<file path="config.mk">
export PLATFORM = sky130hd
export DESIGN_NAME = fib_result_fifo
export DESIGN_NICKNAME = d
export VERILOG_FILES = /design/src/rtl/fib_pkg.sv /design/src/rtl/fifo_ram.sv /design/src/rtl/fib_result_fifo.sv
export SDC_FILE = /design/constraint.sdc
export NUM_CORES = 1
export LEC_CHECK = 0
export ABC_AREA = 1
export ABC_CLOCK_PERIOD_IN_PS = 3900
export CORE_MARGIN = 2
export CORE_UTILIZATION = 62
export CTS_CLUSTER_SIZE = 16
export DETAILED_ROUTE_END_ITERATION = 12
export PLACE_DENSITY = 0.84
export SLEW_MARGIN = 30
export SYNTH_ARGS = -nofsm -noshare
export SYNTH_HDL_FRONTEND = slang
export SYNTH_HIERARCHICAL = 1
export SYNTH_SLANG_ARGS = --single-unit
</file>
<file path="constraint.sdc">
create_clock -name clk -period 3.9 [get_ports clk]
set_input_delay 0.585 -clock clk [delete_from_list [all_inputs] [get_ports clk]]
set_output_delay 0.585 -clock clk [all_outputs]
set_load 0.01 [all_outputs]
</file>
<file path="src/rtl/fib_pkg.sv">
// Constants shared by the Fibonacci generator, its result FIFO and their benches.
package fib_pkg;

    localparam int FIB_W      = 6;
    localparam int FIFO_DEPTH = 8;
    localparam int PTR_W      = $clog2(FIFO_DEPTH);
    localparam int CNT_W      = PTR_W + 1;

endpackage : fib_pkg

</file>
<file path="src/rtl/fifo_ram.sv">
// DEPTH x WIDTH storage: synchronous write, asynchronous read, contents not reset.
module fifo_ram #(
    parameter int WIDTH = 6,
    parameter int DEPTH = 8
) (
    input  logic                       clk,
    input  logic                       we,
    input  logic [$clog2(DEPTH)-1:0]   waddr,
    input  logic [WIDTH-1:0]           wdata,
    input  logic [$clog2(DEPTH)-1:0]   raddr,
    output logic [WIDTH-1:0]           rdata
);

    logic [WIDTH-1:0] mem [DEPTH];

    always_ff @(posedge clk) begin
        if (we) begin
            mem[waddr] <= wdata;
        end
    end

    assign rdata = mem[raddr];

endmodule : fifo_ram

</file>
<file path="src/rtl/fib_result_fifo.sv">
// First-word-fall-through buffer for the Fibonacci result stream, with a sticky
// flag that records when the accepted sequence wraps modulo 2**WIDTH.
module fib_result_fifo
    import fib_pkg::*;
#(
    parameter int WIDTH = FIB_W,
    parameter int DEPTH = FIFO_DEPTH
) (
    input  logic                       clk,
    input  logic                       rst,
    input  logic                       in_valid,
    input  logic [WIDTH-1:0]           in_data,
    output logic                       in_ready,
    output logic                       out_valid,
    output logic [WIDTH-1:0]           out_data,
    input  logic                       out_ready,
    output logic [$clog2(DEPTH):0]     count,
    output logic                       full,
    output logic                       empty,
    output logic                       wrap_flag,
    input  logic                       clr_wrap
);

    localparam int PW = $clog2(DEPTH);
    localparam int CW = PW + 1;

    // Handshake: a beat transfers on a rising edge where valid && ready.
    // in_ready and out_valid depend only on registered occupancy, never on
    // the partner's valid/ready, so a full FIFO refuses a push even while popping.

    logic [PW-1:0]    wr_ptr;
    logic [PW-1:0]    rd_ptr;
    logic [CW-1:0]    count_q;
    logic [WIDTH-1:0] last_q;
    logic             last_vld;
    logic             wrap_q;

    logic push;
    logic pop;
    logic wrap_event;

    assign full      = (count_q == CW'(DEPTH));
    assign empty     = (count_q == '0);
    assign in_ready  = !full;
    assign out_valid = !empty;
    assign count     = count_q;
    assign wrap_flag = wrap_q;

    assign push       = in_valid && in_ready;
    assign pop        = out_valid && out_ready;
    assign wrap_event = push && last_vld && (in_data < last_q);

    fifo_ram #(
        .WIDTH (WIDTH),
        .DEPTH (DEPTH)
    ) u_ram (
        .clk   (clk),
        .we    (push),
        .waddr (wr_ptr),
        .wdata (in_data),
        .raddr (rd_ptr),
        .rdata (out_data)
    );

    always_ff @(posedge clk or negedge rst) begin
        if (!rst) begin
            wr_ptr  <= '0;
            rd_ptr  <= '0;
            count_q <= '0;
        end else begin
            if (push) begin
                wr_ptr <= wr_ptr + PW'(1);
            end
            if (pop) begin
                rd_ptr <= rd_ptr + PW'(1);
            end
            case ({push, pop})
                2'b10:   count_q <= count_q + CW'(1);
                2'b01:   count_q <= count_q - CW'(1);
                default: count_q <= count_q;
            endcase
        end
    end

    // A wrap detected on the same edge as clr_wrap keeps the flag set.
    always_ff @(posedge clk or negedge rst) begin
        if (!rst) begin
            last_q   <= '0;
            last_vld <= 1'b0;
            wrap_q   <= 1'b0;
        end else begin
            if (push) begin
                last_q   <= in_data;
                last_vld <= 1'b1;
            end
            if (wrap_event) begin
                wrap_q <= 1'b1;
            end else if (clr_wrap) begin
                wrap_q <= 1'b0;
            end
        end
    end

endmodule : fib_result_fifo

</file>
==> results <==
- STA classifies the critical path startpoint as a flip-flop.
- Compared with the post-synthesis result, the final layout area differs by 15.60%.
- The HPWL after detailed placement is 4.213 mm.
- The count of input and output buffers is 25.
- The maximum cell stage delay along the critical path is 0.73 ns.
- The synthesized netlist devotes 2.113% of its cell area to compound gates.
- In this run the remaining antenna-violating nets after routing total 0.
- Static timing analysis puts the maximum clock frequency at 0.3671 GHz.
- The beginning of the worst register-to-register path is count[1]$_DFFE_PN0P_.
- The critical-path maximum fanout is 15.
- On the final layout, the worst hold slack is 0.4894 ns.
- The synthesized netlist net count is 371.
- The arrival time at the worst endpoint is 2.14 ns.
- Walking the worst path, the cells encountered are inv_2 -> nand3_1 -> nand2_1 -> nand2_1 -> nand2_1 -> clkdlybuf4s50_1.
- In this run the tightest slew margin relative to its limit is 44.16%.
- The count of endpoints failing hold in the final timing report is 0.
- The routed length per placed instance is 13.72 um.
- Counting instances, the worst hold path has a depth of 2.
- Setup violations remaining at the end of the flow were counted as 0.
- The number of antenna diodes in the final layout is 0.
- The simple-gate portion of the synthesized area is 22.21%.
- The synthesized netlist contains 26 unique library cells.
- The static leakage is 1.818 nW.
- The number of clock buffers added by TritonCTS is 9.
- The initial cell density of the core is 64.18%.
- The share of the cycle needed by the critical path after routing is 69.85%.
- Among all stages on the critical path, the largest delay is contributed by sky130_fd_sc_hd__dfrtp_1.
- The floorplan core area is 0.005075 mm^2.
- After filler insertion, the fill cell instance count of the layout stands at 364.
- By area, the combinational part of the netlist is dominated by simple AND/OR/NAND/NOR gates.
- The largest net degree at the start of global routing is 25.
- The overall die area is 0.005848 mm^2.
- The number of nets in the final layout is 401.
- The height of the die is 76.48 um.
- Cells with a size suffix above 1 make up 8.854% of the layout.
- Counting every instance in the synthesized netlist gives 349.
- The final total negative setup slack is 0 ns.
- The fraction of the mapped netlist area in adder cells is 4.456%.
- In this run the clock root is driven by a sky130_fd_sc_hd__clkbuf_8.
- The final routed wirelength across all metal layers is 6.230 mm.
- Pin placement for this block handled 26 I/O pins.
- In the synthesized netlist, mux cells make up 0% of the area.
- The number of antenna violations at the first check in global routing is 0.
- TritonCTS built the clock tree.
- The internal power component is 1.764 mW.
- The startpoint identified for the worst hold timing path is wrap_flag$_DFFE_PN0P_.
- After clock tree synthesis, the flow added hold-fix buffers numbering 0.
- Per report_power, the sequential group accounts for 37.8% of the total.
- The run finished with clean final reports.
- The number of cells traversed by the worst register-to-register path is 11.
- The buffer depth of the longest clock path is 2.
- The pre-antenna-repair detailed-routing pass consisted of 5 iterations.
- Per report_power, the clock group accounts for 24.4% of the total.
- On the critical path the largest part of the delay comes from flip-flops.
- The worst min-delay path category is reg2reg.
- The setup check on the worst reg-to-reg path leaves a slack of 1.73 ns.
- The post-synthesis instance area is 0.003257 mm^2.
- The net switching fraction of the power is 36.00%.
- The number of clock sinks seen by CTS is 66.
- The capture instance of the worst register-to-register path is count[3]$_DFFE_PN0P_.
- In the routed design, unresolved DRC markers number 0.
- The clock latency reported for the late side of the worst-skew pair is 0.32 ns.
- Summing the sequential cell areas from Yosys gives 58.09% of the chip area.
- Yosys printed 6 warnings.
- In this run, the combinational gates consume 37.8% of the power.
- The worst hold path terminates at wrap_flag$_DFFE_PN0P_.
- The H-tree was split into 3 levels.
- The actual transition at the worst max-transition pin is 0.8350 ns.
- In the layout the commonest cells are sky130_fd_sc_hd__nand2_1, sky130_fd_sc_hd__inv_1, sky130_fd_sc_hd__edfxtp_1, sky130_fd_sc_hd__nand3_1, sky130_fd_sc_hd__clkdlybuf4s50_1.
- The number of buffers and inverters on the critical path is 2.
- The clock-pin slew of the registers on the worst-case setup and hold paths is 0.07 ns.
- In this run the power density over the cells is 732.1 mW/mm^2.
- The switching power is 0.9923 mW.
- The tool flagged a number of max-cap violations equal to 0.
- The post-synthesis average cell area is 9.332 um^2.
- The worst clock skew is 0.006994 ns.
- After synthesis the netlist holds a flip-flop and latch count of 66.
- Routability-driven placement finished with a final weighted congestion of 0.8005.
- The number of max-slew violations in the final report came to 0.
- After clock tree synthesis, the setup repair step added 0 buffers.
- The worst setup path is captured at an output pin.
- For this block, the via count after detailed routing is 2276.
- From left edge to right edge, the die measures 76.48 um.
- At the worst endpoint, the required time is 3.31 ns.
- The number of DRC markers after the initial detailed-route iteration is 211.
- Of the total synthesized cell area, the portion taken by XOR and XNOR cells is 1.614%.
- The cell repeated most along the worst path is sky130_fd_sc_hd__nand2_1.
- The total overflow left after global routing is 0.
- The first global-routing pass estimated 10.43 mm of wire.
- Leaving out fill and tap cells, the most frequent cell in the layout is sky130_fd_sc_hd__nand2_1.
- After detailed routing, the number of vias per cell comes to 5.013.
- The via count of the first global-routing pass came to 2219.
- The path type of the worst setup path is reg2out.
- The count of standard-cell rows is 26.
- IR analysis of the VDD net gives a maximum drop of 0.0004364 V.
- The shortest period the worst path allows is 2.724 ns.
- Setup repair after global routing left no endpoint under its margin.
- The total track usage is 23.38%.
- The number of instances resized during post-cts repair is 0.
==> metal layers <==
| layer | global-route usage (%) | vias up | share of wire (%) |
|---|---|---|---|
| li1 | - | 1127 | - |
| met3 | 5.687 | 6 | 5.6 |
| met1 | 29.07 | 1062 | 43 |
| met5 | 0 | - | 0 |
| met4 | 7.818 | 0 | 0.72 |
| met2 | 40.27 | 81 | 51 |
==> state kept, by name (all words and copies together) (netlist names) <==
name	count
last_q	6
last_vld	1
wr_ptr	3
wrap_flag	1
u_ram/mem	48
rd_ptr	3
count	4
==> how the worst max path moves through the flow <==
| stage | startpoint | endpoint | slack [ns] | depth (start not counted) |
|---|---|---|---|---|
| 2_1_floorplan | count[1]$_DFFE_PN0P_ | count[3]$_DFFE_PN0P_ | 1.78 | 11 |
| 3_3_place_gp | in_valid | count[3]$_DFFE_PN0P_ | 1.48 | 9 |
| 3_5_place_dp | in_valid | count[3]$_DFFE_PN0P_ | 1.42 | 9 |
| 4_1_cts | rd_ptr[0]$_DFFE_PN0P_ | out_data[5] | 1.16 | 7 |
| 5_1_grt | rd_ptr[0]$_DFFE_PN0P_ | out_data[5] | 1.02 | 7 |
| 6_report | rd_ptr[1]$_DFFE_PN0P_ | out_data[5] | 1.18 | 6 |
==> synthesized netlist by cell type (all sizes together) <==
library cell	number	area share [%]
xor2	1	0.27
buf	8	2.4
inv	77	9.1
dfrtp	18	14
edfxtp	48	44
o21ai	10	2.1
ha	10	3.8
fa	1	0.61
nor2	14	1.9
nand3	26	4.0
or2	2	0.38
nand2	129	16
xnor2	5	1.3
==> tightest hold or removal path, stage by stage (launching register included) <==
cell	delay, ns
sky130_fd_sc_hd__dfrtp_1	0.35
sky130_fd_sc_hd__nand2_1	0.05
sky130_fd_sc_hd__nand2_1	0.05
==> power by group through the flow <==
stage / combinational [mW] / sequential, mW / clock (mW)
6_report: 1.04 / 1.04 / 0.672
5_1_grt: 1.18 / 1.06 / 0.714
4_1_cts: 1.05 / 1.04 / 0.679
3_5_place_dp: 1.03 / 1.05 / 0
3_3_place_gp: 0.993 / 1.04 / 0
2_1_floorplan: 0.741 / 1.00 / 0
==> cells by family after synthesis <==
kind of cell / after synthesis
AOI/OAI and AO/OA: 10
xor gates and xnor gates: 6
adders and majority gates: 11
buffers and inverters: 85
DFF: 66
and+or+nand+nor: 171
==> final cells by class <==
cell class	count	area (um^2)	share of cell area, %
clock buffers	11	131.4	3.490
multi-input cells	198	989.7	26.29
clock inverters	5	102.6	2.725
inverters	77	296.5	7.876
repair buffers	27	265.3	7.046
well taps	70	87.58	2.326
flip-flops and latches	66	1892	50.25
==> through the flow <==
step / std cells / setup WS (ns) / power, mW / utilization [%] / instance area, um^2
finish: 454 / 1.176 / 2.756 / 74.19 / 3765
global route: 454 / 1.020 / 2.949 / 74.19 / 3765
CTS: 454 / 1.159 / 2.764 / 74.19 / 3765
detailed placement: 438 / 1.424 / 2.083 / 69.58 / 3531
floorplan: 349 / 1.780 / 1.745 / - / 3257
global placement: 438 / 1.478 / 2.037 / 69.58 / 3531
(Power assumes the default switching activity.)
